$ cat config.mk
export PLATFORM = sky130hd
export DESIGN_NAME = mem_arbiter
export DESIGN_NICKNAME = d
export VERILOG_FILES = /design/src/rtl/mem_arbiter.sv
export SDC_FILE = /design/constraint.sdc
export NUM_CORES = 1
export LEC_CHECK = 0
export BUFFER_PORTS_ARGS = -buffer_cell sky130_fd_sc_hd__clkbuf_2
export CORE_MARGIN = 2
export CORE_UTILIZATION = 30
export DETAILED_ROUTE_END_ITERATION = 7
export HOLD_SLACK_MARGIN = 0.1
export PLACE_DENSITY = 0.61
export SETUP_SLACK_MARGIN = 0.5
export SYNTH_ARGS = -nofsm -noshare
export SYNTH_HDL_FRONTEND = slang
export SYNTH_SLANG_ARGS = --single-unit
$ cat constraint.sdc
create_clock -name clk -period 2.5 [get_ports clk]
set_input_delay 0.25 -clock clk [delete_from_list [all_inputs] [get_ports clk]]
set_output_delay 0.25 -clock clk [all_outputs]
set_load 0.02 [all_outputs]
$ cat src/rtl/mem_arbiter.sv
// Two-requester arbiter sharing one multi-cycle memory port between instruction fetch and the data stage.
// Data side wins ties; a starvation guard forces a fetch grant after STARVE_MAX consecutive data grants.
module mem_arbiter #(
  parameter int STARVE_MAX = 4,
  parameter int TIMEOUT    = 16,
  parameter int DATA_W     = 16
) (
  input  logic              clk,
  input  logic              rst,
  input  logic              i_req,
  input  logic [15:0]       i_addr,
  input  logic              d_req,
  input  logic              d_wr,
  input  logic [15:0]       d_addr,
  input  logic [DATA_W-1:0] d_wdata,
  output logic              i_done,
  output logic [DATA_W-1:0] i_rdata,
  output logic              i_stall,
  output logic              d_done,
  output logic [DATA_W-1:0] d_rdata,
  output logic              d_stall,
  output logic              mem_en,
  output logic              mem_wr,
  output logic [15:0]       mem_addr,
  output logic [DATA_W-1:0] mem_wdata,
  input  logic              mem_done,
  input  logic [DATA_W-1:0] mem_rdata,
  output logic              err
);

  localparam int SW = $clog2(STARVE_MAX + 1);
  localparam int TW = $clog2(TIMEOUT + 1);
  localparam logic [SW-1:0] STARVE_TOP  = SW'(STARVE_MAX);
  localparam logic [TW-1:0] TIMEOUT_TOP = TW'(TIMEOUT);

  typedef enum logic [1:0] {S_IDLE, S_ISSUE, S_WAIT, S_RESP} state_t;

  state_t              state_q, state_d;
  logic                own_d_q, own_d_d;
  logic                mem_en_q, mem_en_d;
  logic                mem_wr_q, mem_wr_d;
  logic [15:0]         mem_addr_q, mem_addr_d;
  logic [DATA_W-1:0]   mem_wdata_q, mem_wdata_d;
  logic                i_done_q, i_done_d;
  logic                d_done_q, d_done_d;
  logic [DATA_W-1:0]   i_rdata_q, i_rdata_d;
  logic [DATA_W-1:0]   d_rdata_q, d_rdata_d;
  logic                err_q, err_d;
  logic [SW-1:0]       starve_q, starve_d;
  logic [TW-1:0]       tcnt_q, tcnt_d;

  logic                grant;
  logic [15:0]         grant_addr;
  logic                resp_go;
  logic [DATA_W-1:0]   resp_data;

  function automatic logic [SW-1:0] sat_inc(input logic [SW-1:0] v);
    return (v == STARVE_TOP) ? v : v + 1'b1;
  endfunction

  always_comb begin
    state_d     = state_q;
    own_d_d     = own_d_q;
    mem_en_d    = 1'b0;
    mem_wr_d    = mem_wr_q;
    mem_addr_d  = mem_addr_q;
    mem_wdata_d = mem_wdata_q;
    i_done_d    = 1'b0;
    d_done_d    = 1'b0;
    i_rdata_d   = i_rdata_q;
    d_rdata_d   = d_rdata_q;
    err_d       = err_q;
    starve_d    = starve_q;
    tcnt_d      = tcnt_q;
    grant       = 1'b0;
    grant_addr  = 16'h0000;
    resp_go     = 1'b0;
    resp_data   = '0;

    case (state_q)
      S_IDLE: begin
        if (d_req && !(i_req && starve_q == STARVE_TOP)) begin
          grant       = 1'b1;
          own_d_d     = 1'b1;
          mem_wr_d    = d_wr;
          grant_addr  = d_addr;
          mem_wdata_d = d_wdata;
          starve_d    = i_req ? sat_inc(starve_q) : '0;
        end else if (i_req) begin
          grant       = 1'b1;
          own_d_d     = 1'b0;
          mem_wr_d    = 1'b0;
          grant_addr  = i_addr;
          mem_wdata_d = '0;
          starve_d    = '0;
        end else begin
          starve_d    = '0;
        end
        // Unaligned accesses never reach memory; they complete immediately with an error.
        if (grant) begin
          mem_addr_d = grant_addr;
          if (grant_addr[0]) begin
            err_d   = 1'b1;
            resp_go = 1'b1;
            state_d = S_RESP;
          end else begin
            mem_en_d = 1'b1;
            state_d  = S_ISSUE;
          end
        end
      end
      S_ISSUE: begin
        tcnt_d  = '0;
        state_d = S_WAIT;
      end
      S_WAIT: begin
        if (mem_done) begin
          resp_go   = 1'b1;
          resp_data = mem_wr_q ? '0 : mem_rdata;
          state_d   = S_RESP;
        end else begin
          tcnt_d = tcnt_q + 1'b1;
          if (tcnt_d == TIMEOUT_TOP) begin
            err_d   = 1'b1;
            resp_go = 1'b1;
            state_d = S_RESP;
          end
        end
      end
      S_RESP:  state_d = S_IDLE;
      default: state_d = S_IDLE;
    endcase

    if (resp_go) begin
      if (own_d_d) begin
        d_done_d  = 1'b1;
        d_rdata_d = resp_data;
      end else begin
        i_done_d  = 1'b1;
        i_rdata_d = resp_data;
      end
    end
  end

  always_ff @(posedge clk) begin
    if (rst) begin
      state_q     <= S_IDLE;
      own_d_q     <= 1'b0;
      mem_en_q    <= 1'b0;
      mem_wr_q    <= 1'b0;
      mem_addr_q  <= 16'h0000;
      mem_wdata_q <= '0;
      i_done_q    <= 1'b0;
      d_done_q    <= 1'b0;
      i_rdata_q   <= '0;
      d_rdata_q   <= '0;
      err_q       <= 1'b0;
      starve_q    <= '0;
      tcnt_q      <= '0;
    end else begin
      state_q     <= state_d;
      own_d_q     <= own_d_d;
      mem_en_q    <= mem_en_d;
      mem_wr_q    <= mem_wr_d;
      mem_addr_q  <= mem_addr_d;
      mem_wdata_q <= mem_wdata_d;
      i_done_q    <= i_done_d;
      d_done_q    <= d_done_d;
      i_rdata_q   <= i_rdata_d;
      d_rdata_q   <= d_rdata_d;
      err_q       <= err_d;
      starve_q    <= starve_d;
      tcnt_q      <= tcnt_d;
    end
  end

  assign i_done    = i_done_q;
  assign i_rdata   = i_rdata_q;
  assign d_done    = d_done_q;
  assign d_rdata   = d_rdata_q;
  assign mem_en    = mem_en_q;
  assign mem_wr    = mem_wr_q;
  assign mem_addr  = mem_addr_q;
  assign mem_wdata = mem_wdata_q;
  assign err       = err_q;
  assign i_stall   = i_req & ~i_done_q;
  assign d_stall   = d_req & ~d_done_q;

endmodule

==> metrics.md, run 1 <==
| Metric | Value |
|---|---|
| Layout area overhead | 33.6% |
| Sequential area share after synthesis | 46.4% |
| Final setup vio count | 0 |
| Root Buffer | clkbuf_16 |
| Fin crit period | 1860 ps |
| CTS max path bufs | 2 |
| Synthesized instance count | 388 |
| Antenna fix cells | 0 |
| Tcrit/Tclk final | approximately 75% |
| Setup crit start kind | flop |
| Vias in the first global route | ~3,200 |
| Post-synth EDFFs | 0 |
| Synth warnings | 0 |
| Largest net degree at the start of global routing | between 40 and 50 |
| Hold Crit Class | input port to flop |
| Netlist cell types | 38 |
| Leak | 0.00218 uW |
| Yosys top cell by area | dfxtp_1 |
| WL per Instance | ~14 um |
| Final WL | 9.22 mm |
| Initial antenna violation count | 0 |
| Die X | 111 um |
| CTS tree | built |
| TritonRoute pass-1 iters | 6 |
| Top-area cell type share of the netlist area | 46.4% |
| Post-Syn Area per Cell | 8.90 um2 |
| DIE AREA | 12,400 um2 |
| Synthesized area | about 3500 um2 |
| Final setup TNS | 0 ps |
| Htree depth | 3 |
| WS Path Type | flop to flop |
| Antenna viol nets, final | 0 |
| Syn Nets | 464 |
| Post-route cell area | between 4000 and 5000 um2 |
| R2r endpoint | i_rdata[2]$_SDFFE_PP0P_ |
| Core box area | 11,300 um2 |
| Min Hold Slack | 157 ps |
| Clk_skew | 6.34 ps |
| Total CTS buffers | 9 |
| Fmax | 537 MHz |
| GP Congestion | about 0.86 |
| Hold Vio Cnt, Final | 0 |
| VDD IR max | 0.358 mV |
| Hold Path Sink | mem_wdata[11]$_SDFFE_PP0P_ |
| Ports | 141 |
| Clk Latency, worst-skew pair | 330 ps |
| Reg2reg start | starve_q[1]$_SDFFE_PP0P_ |
| Avg Vias per Cell | 4.77 |
| Most common flop cell mapped by yosys | dfxtp_1 |
| Chip Height | 111 um |
| PortBufs | 140 |
| CTS Sinks | 80 |
| Synth top cells by count | dfxtp_1 (80), nand2_1 (60), nand3_1 (36) |
| Max-Cap Viols | 0 |
| Vias | ~3,200 |
| Hold-fix buffers, CTS | 0 |
| Crit-path max FO | 17 |
| Least-Margin Pin Slew | between 500 and 600 ps |
| Setup crit end kind | flop |
| Arrival time of the worst setup path | 2120 ps |
| Share of cells above drive strength 1 | 34.0% |
| Nets | between 500 and 600 |
| GRT Resource Usage Total | 14.7% |
| Starting density of the core | 30.5% |
| Slew Limit Fails | 0 |
| Area contributors post-synth | dfxtp_1 (46%), mux2i_1 (9.3%), nand2_1 (6.5%) |
| Drc violations | 0 |
| Worst r2r path cells | 7 |
| Clk slew on worst S/H paths | 60 ps |
| Filler cell count | 1,138 |
| Reg-to-reg slack, setup | around 640 ps |
| Required time of the critical path | 2760 ps |
| PwrDens | approximately 890 nW/um2 |
| Slew HR | 62.6% |
| Asr flop ratio synth | 0% |
| First-pass GRT wire length | roughly 15 mm |
| Hold Path Stages | 3 |
| RSZ-0062 raised after global routing | false |
| Dpl hpwl | about 6.7 mm |
| Area after DPL | around 4300 um2 |
| Number of DRC markers in iteration 0 | 238 |
| Outcome | finished, final reports clean |
| Tot Pwr | approximately 4100 uW |
| Hold path startpoint | d_wdata[11] |
| Count leader, synth | dfxtp_1 |
| Rows | 39 |
| FF+latch count, synth | 80 |
| Grt ovf | 0 |
-- where the power goes --
part           internal [uW]  leakage, uW  total, uW  switching (uW)
Combinational            448      0.00137       1190             746
Clock                    881     0.000153       1410             533
Sequential              1430     0.000651       1510            82.4
Total                   2760      0.00218       4120            1360
-- state kept, by name, indices dropped and copies added (netlist names), 2 cells and up --
register and count:
tcnt_q 5, starve_q 3, mem_wdata 16, d_rdata 16, mem_addr 16, i_rdata 16, state_q 2
-- logic make-up (layout without fill, tap and decap cells) --
family | after synthesis | in the layout | share of synthesized area (%)
AO/OA/AOI/OAI | 57 | 57 | 11.8
adder cells (fa/ha/maj) | 6 | 6 | 2.17
buffers and inverters | 35 | 173 | 5.22
flip-flops | 80 | 80 | 46.4
multiplexers | 33 | 33 | 9.60
AND/OR/NAND/NOR | 177 | 177 | 24.8
-- per-layer routing --
metal | up-vias | GRT usage, % | routed length, um | part of all wire, %
met5 | - | 0 | 0 | 0
met4 | 0 | 4.20 | 87 | 0.94
met3 | 10 | 6.23 | 905 | 9.8
met2 | 133 | 23.1 | 4100 | 44
met1 | 1443 | 18.6 | 4120 | 45
li1 | 1602 | - | - | -
-- area by class of cell --
class | count | area (um2) | share of cell area [%]
flip-flops and latches | 80 | 1600 | 34.7
inverters | 6 | 22.5 | 0.488
well taps | 143 | 179 | 3.88
clock buffers | 10 | 229 | 4.96
clock inverters | 6 | 90.1 | 1.95
repair buffers | 151 | 796 | 17.2
multi-input cells | 273 | 1700 | 36.8
-- metrics by stage --
| step | util, % | std cells | worst slack, ps |
|---|---|---|---|
| after CTS | 40.6 | 668 | 547 |
| after floorplan | - | 388 | 727 |
| final | 40.8 | 669 | 637 |
| after global placement | 37.7 | 652 | 606 |
| after global routing | 40.8 | 669 | 505 |
| after detailed placement | 37.7 | 652 | 494 |
-- layout by cell type (no fill, tap or decap), types with 2 or more instances in the layout --
| cell type | count |
|---|---|
| buf_4 | 10 |
| nand3_1 | 36 |
| ha_1 | 5 |
| nor2_1 | 29 |
| clkbuf_2 | 140 |
| a21oi_1 | 25 |
| nor2b_1 | 4 |
| and2_1 | 3 |
| inv_6 | 2 |
| bufinv_16 | 2 |
| a311oi_1 | 17 |
| nand2b_1 | 33 |
| dfxtp_1 | 80 |
| inv_1 | 6 |
| o31ai_1 | 2 |
| clkbuf_16 | 9 |
| nand2_1 | 60 |
| o21ai_0 | 4 |
| mux2i_1 | 32 |
-- worst max-delay path, cell delays in order, from the launching register on --
cell and delay (ps):
dfxtp_1 370, inv_1 50, ha_1 210, a21bo_1 210, a32oi_2 210, o221ai_2 190, nand2_4 310, mux2i_1 230
-- timing repair --
item                                    CTS  global route
pin swaps                                 0             1
resized for setup                         1             4
endpoints found under the setup margin    3            26
buffers inserted                          0             1
-- worst max path at each step --
stage,from,end,slack (ps)
4_1_cts,starve_q[1]$_SDFFE_PP0P_,d_rdata[12]$_SDFFE_PP0P_,550
5_1_grt,starve_q[0]$_SDFFE_PP0P_,d_rdata[12]$_SDFFE_PP0P_,500
3_3_place_gp,state_q[0]$_SDFFE_PP0P_,d_rdata[10]$_SDFFE_PP0P_,610
2_1_floorplan,starve_q[0]$_SDFFE_PP0P_,d_rdata[10]$_SDFFE_PP0P_,730
3_5_place_dp,starve_q[1]$_SDFFE_PP0P_,d_rdata[1]$_SDFFE_PP0P_,490
6_report,starve_q[1]$_SDFFE_PP0P_,i_rdata[2]$_SDFFE_PP0P_,640
No activity file was read; power rests on OpenSTA's default activity.
==> inputs of run 2 (changes only) <==
clock period = 1.8 ns   (was 2.5 ns; I/O delays follow)
==> run 2 against run 1 <==
- setup slack got worse by 510 ps
- sequential cell count did not move
- worst hold slack got worse by 45 ps
- cell count rose by 13%
- non-clock buffer count rose by 85
- via count rose by 16%
- combinational power rose to 3.0 times the previous value
- first-iteration DRC count fell by 7.1%
- fmax rose by 12%
- clock power rose by 32%
- sequential power rose by 42%
- critical path type unchanged
- largest cell class unchanged
- highest routed layer unchanged
==> metrics.md, run 2 (synthesized netlist as in run 1, its figures left out) <==
| Metric | Value |
|---|---|
| Root Buffer | clkbuf_16 |
| CTS Sinks | 80 |
| Hold Path Stages | 3 |
| Layout area overhead | 80.4% |
| Hold path startpoint | mem_rdata[13] |
| Hold Vio Cnt, Final | 0 |
| Most frequent cells in the layout | clkbuf_2 (140), dfxtp_1 (74), nand2_1 (54), nand2b_1 (32), mux2i_1 (32) |
| First-pass GRT wire length | 18.8 mm |
| Outcome | finished, final reports clean |
| Setup crit start kind | flop |
| Fmax | 599 MHz |
| Number of DRC markers in iteration 0 | approximately 220 |
| Least-Margin Pin Slew | 495 ps |
| Slew Limit Fails | 0 |
| Final setup vio count | 0 |
| DIE AREA | 12,400 um2 |
| Die X | approximately 110 um |
| Htree depth | 3 |
| Max-Cap Viols | 0 |
| Largest net degree at the start of global routing | 38 |
| Slew HR | 67.0% |
| Tcrit/Tclk final | between 90% and 100% |
| Worst r2r path cells | 9 |
| Antenna viol nets, final | 0 |
| Most common cell after layout, fill and taps aside | clkbuf_2 |
| Initial antenna violation count | 0 |
| DR WL met3 | 810 um |
| Starting density of the core | 30.5% |
| Dpl hpwl | 6.69 mm |
| Hold Crit Class | input port to flop |
| Share of cells above drive strength 1 | 54.5% |
| Hold Path Sink | i_rdata[13]$_SDFFE_PP0P_ |
| RSZ-0062 raised after global routing | true |
| Leak | 0.00279 uW |
| Vias in the first global route | 3,769 |
| Final setup TNS | 0 ps |
| Antenna fix cells | 0 |
| Final WL | 12.1 mm |
| Core box area | 11,300 um2 |
| Arrival time of the worst setup path | 1910 ps |
| Avg Vias per Cell | 4.91 |
| Crit-path max FO | 6 |
| Clk_skew | 8.59 ps |
| PwrDens | 1210 nW/um2 |
| Top sig layer | met4 |
| Fin crit period | 1670 ps |
| WL per Instance | ~16 um |
| Clk Latency, worst-skew pair | 330 ps |
| Ports | 141 |
| Routed met1 length | 5.09 mm |
| Reg2reg start | state_q[0]$_SDFFE_PP0P_ |
| Chip Height | 111 um |
| Reg-to-reg slack, setup | between 100 and 150 ps |
| CTS max path bufs | 2 |
| GRT Resource Usage Total | 18.6% |
| CTS tree | built |
| R2r endpoint | mem_addr[13]$_SDFFE_PP0P_ |
| Setup crit end kind | flop |
| WS Path Type | flop to flop |
| GP Congestion | 0.783 |
| Drc violations | 0 |
| VDD IR max | approximately 0.6 mV |
| TritonRoute pass-1 iters | 6 |
| Clk slew on worst S/H paths | ~60 ps |
| Vias | 3,701 |
| Grt ovf | 0 |
| Min Hold Slack | 111 ps |
| Nets | 682 |
| Rows | 39 |
| Required time of the critical path | 2040 ps |
| DR WL met2 | ~5.9 mm |
| Total CTS buffers | 9 |
| PortBufs | 140 |
run 2: cell count changes in the layout (fill, tap and decap cells not counted), moves of 19 or more:
cell,previous run,this run
a21oi_2,0,22
dlygate4sd3_1,0,28
buf_6,0,26
nand3_1,36,17
a21oi_1,25,3
run 2: power by group:
part / internal (uW) / switching (uW) / total [uW]
combinational: 1880 / 1690 / 3570
sequential: 1990 / 149 / 2140
clock: 1090 / 770 / 1860
run 2: area by class of cell:
type / instances / area, um2
multi-input combinational: 273 / 2200
clock inverter: 7 / 76.3
inverter: 6 / 27.5
tap: 143 / 179
timing repair buffer: 236 / 1920
fill: 959 / 5090
clock buffer: 9 / 225
sequential: 80 / 1610
run 2: worst max-delay path, stage by stage (launching register included):
cell and delay, ps:
dfxtp_2 350, inv_4 50, ha_4 170, buf_6 130, nor2b_4 140, buf_6 130
buf_8 120, buf_6 120, buf_16 130, a311oi_2 230
run 2: worst max-delay path by stage:
| stage | start | end | slack, ps | cells after the start |
|---|---|---|---|---|
| finish | state_q[0]$_SDFFE_PP0P_ | mem_addr[13]$_SDFFE_PP0P_ | 130 | 9 |
| global route | starve_q[0]$_SDFFE_PP0P_ | d_rdata[8]$_SDFFE_PP0P_ | 40 | 8 |
| CTS | starve_q[0]$_SDFFE_PP0P_ | d_rdata[8]$_SDFFE_PP0P_ | 140 | 8 |
| detailed placement | starve_q[1]$_SDFFE_PP0P_ | d_rdata[8]$_SDFFE_PP0P_ | 50 | 7 |
| global placement | starve_q[1]$_SDFFE_PP0P_ | d_rdata[15]$_SDFFE_PP0P_ | 130 | 7 |
| floorplan | starve_q[1]$_SDFFE_PP0P_ | d_rdata[10]$_SDFFE_PP0P_ | 110 | 10 |
run 2: what timing repair did:
item | 4_1_cts | 5_1_grt
hold buffers | 28 | 0
setup buffers | 32 | 14
gates cloned | 10 | 1
endpoints found under the hold margin | 33 | 0
pin swaps | 46 | 37
endpoints found under the setup margin | 77 | 79
gates resized for setup | 87 | 69
run 2: per-stage QoR:
step	std cells	util, %	total power [uW]	setup WS (ps)	instance area, um2
final	754	55.1	7560	131	6230
after global routing	754	55.1	7880	40.5	6230
after global placement	653	38.4	3830	131	4350
after CTS	739	51.5	7040	142	5830
after floorplan	388	-	3480	106	3570
after detailed placement	653	38.4	3850	54.2	4350
run 2: routing by layer:
metal / GRT usage [%] / vias to the layer above
met5: 0 / -
met4: 7.24 / 0
met3: 5.14 / 30
met2: 31.9 / 156
met1: 22.0 / 1740
li1: - / 1775
==> inputs of run 3 (changes only) <==
MAX_ROUTING_LAYER = met4   (was default)
SKIP_CTS_REPAIR_TIMING = 1   (was default)
clock period = 2.1 ns   (was 1.8 ns; I/O delays follow)
==> run 3 against run 2 <==
- clock skew hardly changed
- critical path type unchanged
- clock power is 20% lower
- first-iteration DRC count is 25% higher
- non-clock buffer count is 71 lower
- sequential share of layout area is 7.2 points higher
- fmax is 3.9% lower
- sequential cell count stayed put
- routed wire length is 19% lower
- highest routed layer unchanged
==> metrics.md, run 3 (synthesized netlist as in run 1, its figures left out) <==
| Metric | Value |
|---|---|
| Outcome | finished, final reports clean |
| CTS max path bufs | 2 |
| Hold Crit Class | input port to flop |
| Final setup TNS | 0 ps |
| Placed Cells | 650 |
| Htree depth | 3 |
| DIE AREA | around 12,000 um2 |
| RSZ-0062 raised after global routing | true |
| Share of cells above drive strength 1 | approximately two fifths |
| Worst r2r path cells | 8 |
| Hold Vio Cnt, Final | 0 |
| Leak | 0.00226 uW |
| Pre-CTS setup slack | between 200 and 300 ps |
| WL per Instance | ~14 um |
| GRT Resource Usage Total | 15.5% |
| Met1 Use GR | between 10% and 20% |
| Required time of the critical path | 2370 ps |
| Avg Vias per Cell | 4.82 |
| Tcrit/Tclk final | 82.7% |
| Reg2reg start | starve_q[1]$_SDFFE_PP0P_ |
| PwrDens | 1020 nW/um2 |
| M2 GR Usage | a little under a quarter |
| Antenna fix cells | 0 |
| R2r endpoint | i_rdata[7]$_SDFFE_PP0P_ |
| Hold Path Sink | mem_wdata[10]$_SDFFE_PP0P_ |
| TritonRoute pass-1 iters | 4 |
| Setup crit end kind | flop |
| Clk slew on worst S/H paths | 60 ps |
| Antenna viol nets, final | 0 |
| Grt met3 use | around 6.3% |
| Layout area overhead | 40.5% |
| Slowest cell on crit path | dfxtp_2 |
| Least-Margin Pin Slew | 401 ps |
| Reg-to-reg slack, setup | 360 ps |
| Fin crit period | around 1700 ps |
| PortBufs | between 100 and 150 |
| Dpl hpwl | 6.71 mm |
| Ports | 141 |
| Die X | approximately 110 um |
| Nets | a little over 600 |
| Hold Path Stages | 3 |
| Rows | 39 |
| Slew HR | around three quarters |
| Final setup vio count | 0 |
| WS Path Type | flop to flop |
| Initial antenna violation count | 0 |
| Drc violations | 0 |
| Largest net degree at the start of global routing | 34 |
| Core box area | about 11,000 um2 |
| Most common cell after layout, fill and taps aside | clkbuf_2 |
| Root Buffer | clkbuf_16 |
| Tot Pwr | 4970 uW |
| CTS Sinks | 80 |
| Number of DRC markers in iteration 0 | between 200 and 300 |
| Setup crit start kind | flop |
| Arrival time of the worst setup path | ~2000 ps |
| Final WL | 9.82 mm |
| Vias | 3,295 |
| Chip Height | between 100 and 150 um |
| Grt ovf | 0 |
| VDD IR max | 0.541 mV |
| Gr busiest metal | met2 |
| Total CTS buffers | 9 |
| Slew Limit Fails | 0 |
| Clk_skew | 8.10 ps |
| Crit-path cells | inv_2, ha_4, a21bo_1, a32oi_4, o221ai_4, nand2_4, clkbuf_16, mux2i_1 |
| Fmax | 576 MHz |
| Critical path's largest stage delay | 340 ps |
| Most frequent cells in the layout | clkbuf_2 (141), dfxtp_1 (78), nand2_1 (59), nand3_1 (35), nand2b_1 (33) |
| First-pass GRT wire length | 15.1 mm |
| Clk Latency, worst-skew pair | 340 ps |
| Worst setup slack after layout | 364 ps |
| Starting density of the core | 30.5% |
| Vias in the first global route | about 3,100 |
| GP Congestion | approximately 0.81 |
| Max-Cap Viols | 0 |
| Buf+Inv Stages, Crit Path | 2 |
| CTS tree | built |
| Final Instance Count excl. Fillers | 684 |
| Crit-path max FO | 6 |
| Hold path startpoint | d_wdata[10] |
| Delay-heaviest family, CP | compound AO/OA/AOI/OAI gates |
==> run 3: changes by cell type in the layout (fill, tap and decap cells not counted), moves of 10 or more <==
| cell | change |
|---|---|
| a311oi_2 | -15 |
| dlygate4sd3_1 | -28 |
| a21oi_2 | -21 |
| a311oi_1 | +15 |
| nand3_1 | +18 |
| nor2_1 | +10 |
| a21oi_1 | +21 |
| buf_16 | -10 |
| buf_6 | -22 |
| nand3_2 | -15 |
==> run 3: layout make-up <==
type | count | area, um2
Fill cell | 1128 | 6470
Inverter | 6 | 22.5
Tap cell | 143 | 179
Clock inverter | 6 | 43.8
Sequential cell | 80 | 1600
Timing Repair Buffer | 165 | 968
Clock buffer | 10 | 239
Multi-Input combinational cell | 274 | 1800
==> run 3: worst min-delay path: stages <==
cell and delay [ps]:
clkbuf_2 80, nand3_1 50, a21oi_1 60
==> run 3: worst max path at each step <==
stage | from | end | cells after the start
CTS | starve_q[1]$_SDFFE_PP0P_ | i_rdata[13]$_SDFFE_PP0P_ | 7
global route | starve_q[1]$_SDFFE_PP0P_ | i_rdata[10]$_SDFFE_PP0P_ | 8
floorplan | starve_q[1]$_SDFFE_PP0P_ | d_rdata[10]$_SDFFE_PP0P_ | 10
global placement | state_q[0]$_SDFFE_PP0P_ | d_rdata[10]$_SDFFE_PP0P_ | 6
detailed placement | starve_q[1]$_SDFFE_PP0P_ | i_rdata[13]$_SDFFE_PP0P_ | 7
finish | starve_q[1]$_SDFFE_PP0P_ | i_rdata[7]$_SDFFE_PP0P_ | 8
==> run 3: layer usage <==
metal	up-vias	part of all wire, %
li1	1631	-
met1	1511	46
met2	146	44
met3	7	9.2
met4	0	0.87
met5	-	0
==> run 3: power by group <==
group | internal, uW | leakage [uW] | total [uW] | switching, uW
Sequential | 1700 | 0.000652 | 1810 | 104
Clock | 836 | 0.000139 | 1480 | 640
Combinational | 721 | 0.00147 | 1690 | 967
Total | 3260 | 0.00226 | 4970 | 1710
==> run 3: stage by stage <==
step / hold slack, ps / util (%) / instance area, um2
CTS: 88.9 / 40.3 / 4560
detailed placement: 444 / 37.8 / 4280
global route: 110 / 42.9 / 4850
finish: 105 / 42.9 / 4850
floorplan: 362 / - / 3490
global placement: 439 / 37.8 / 4280
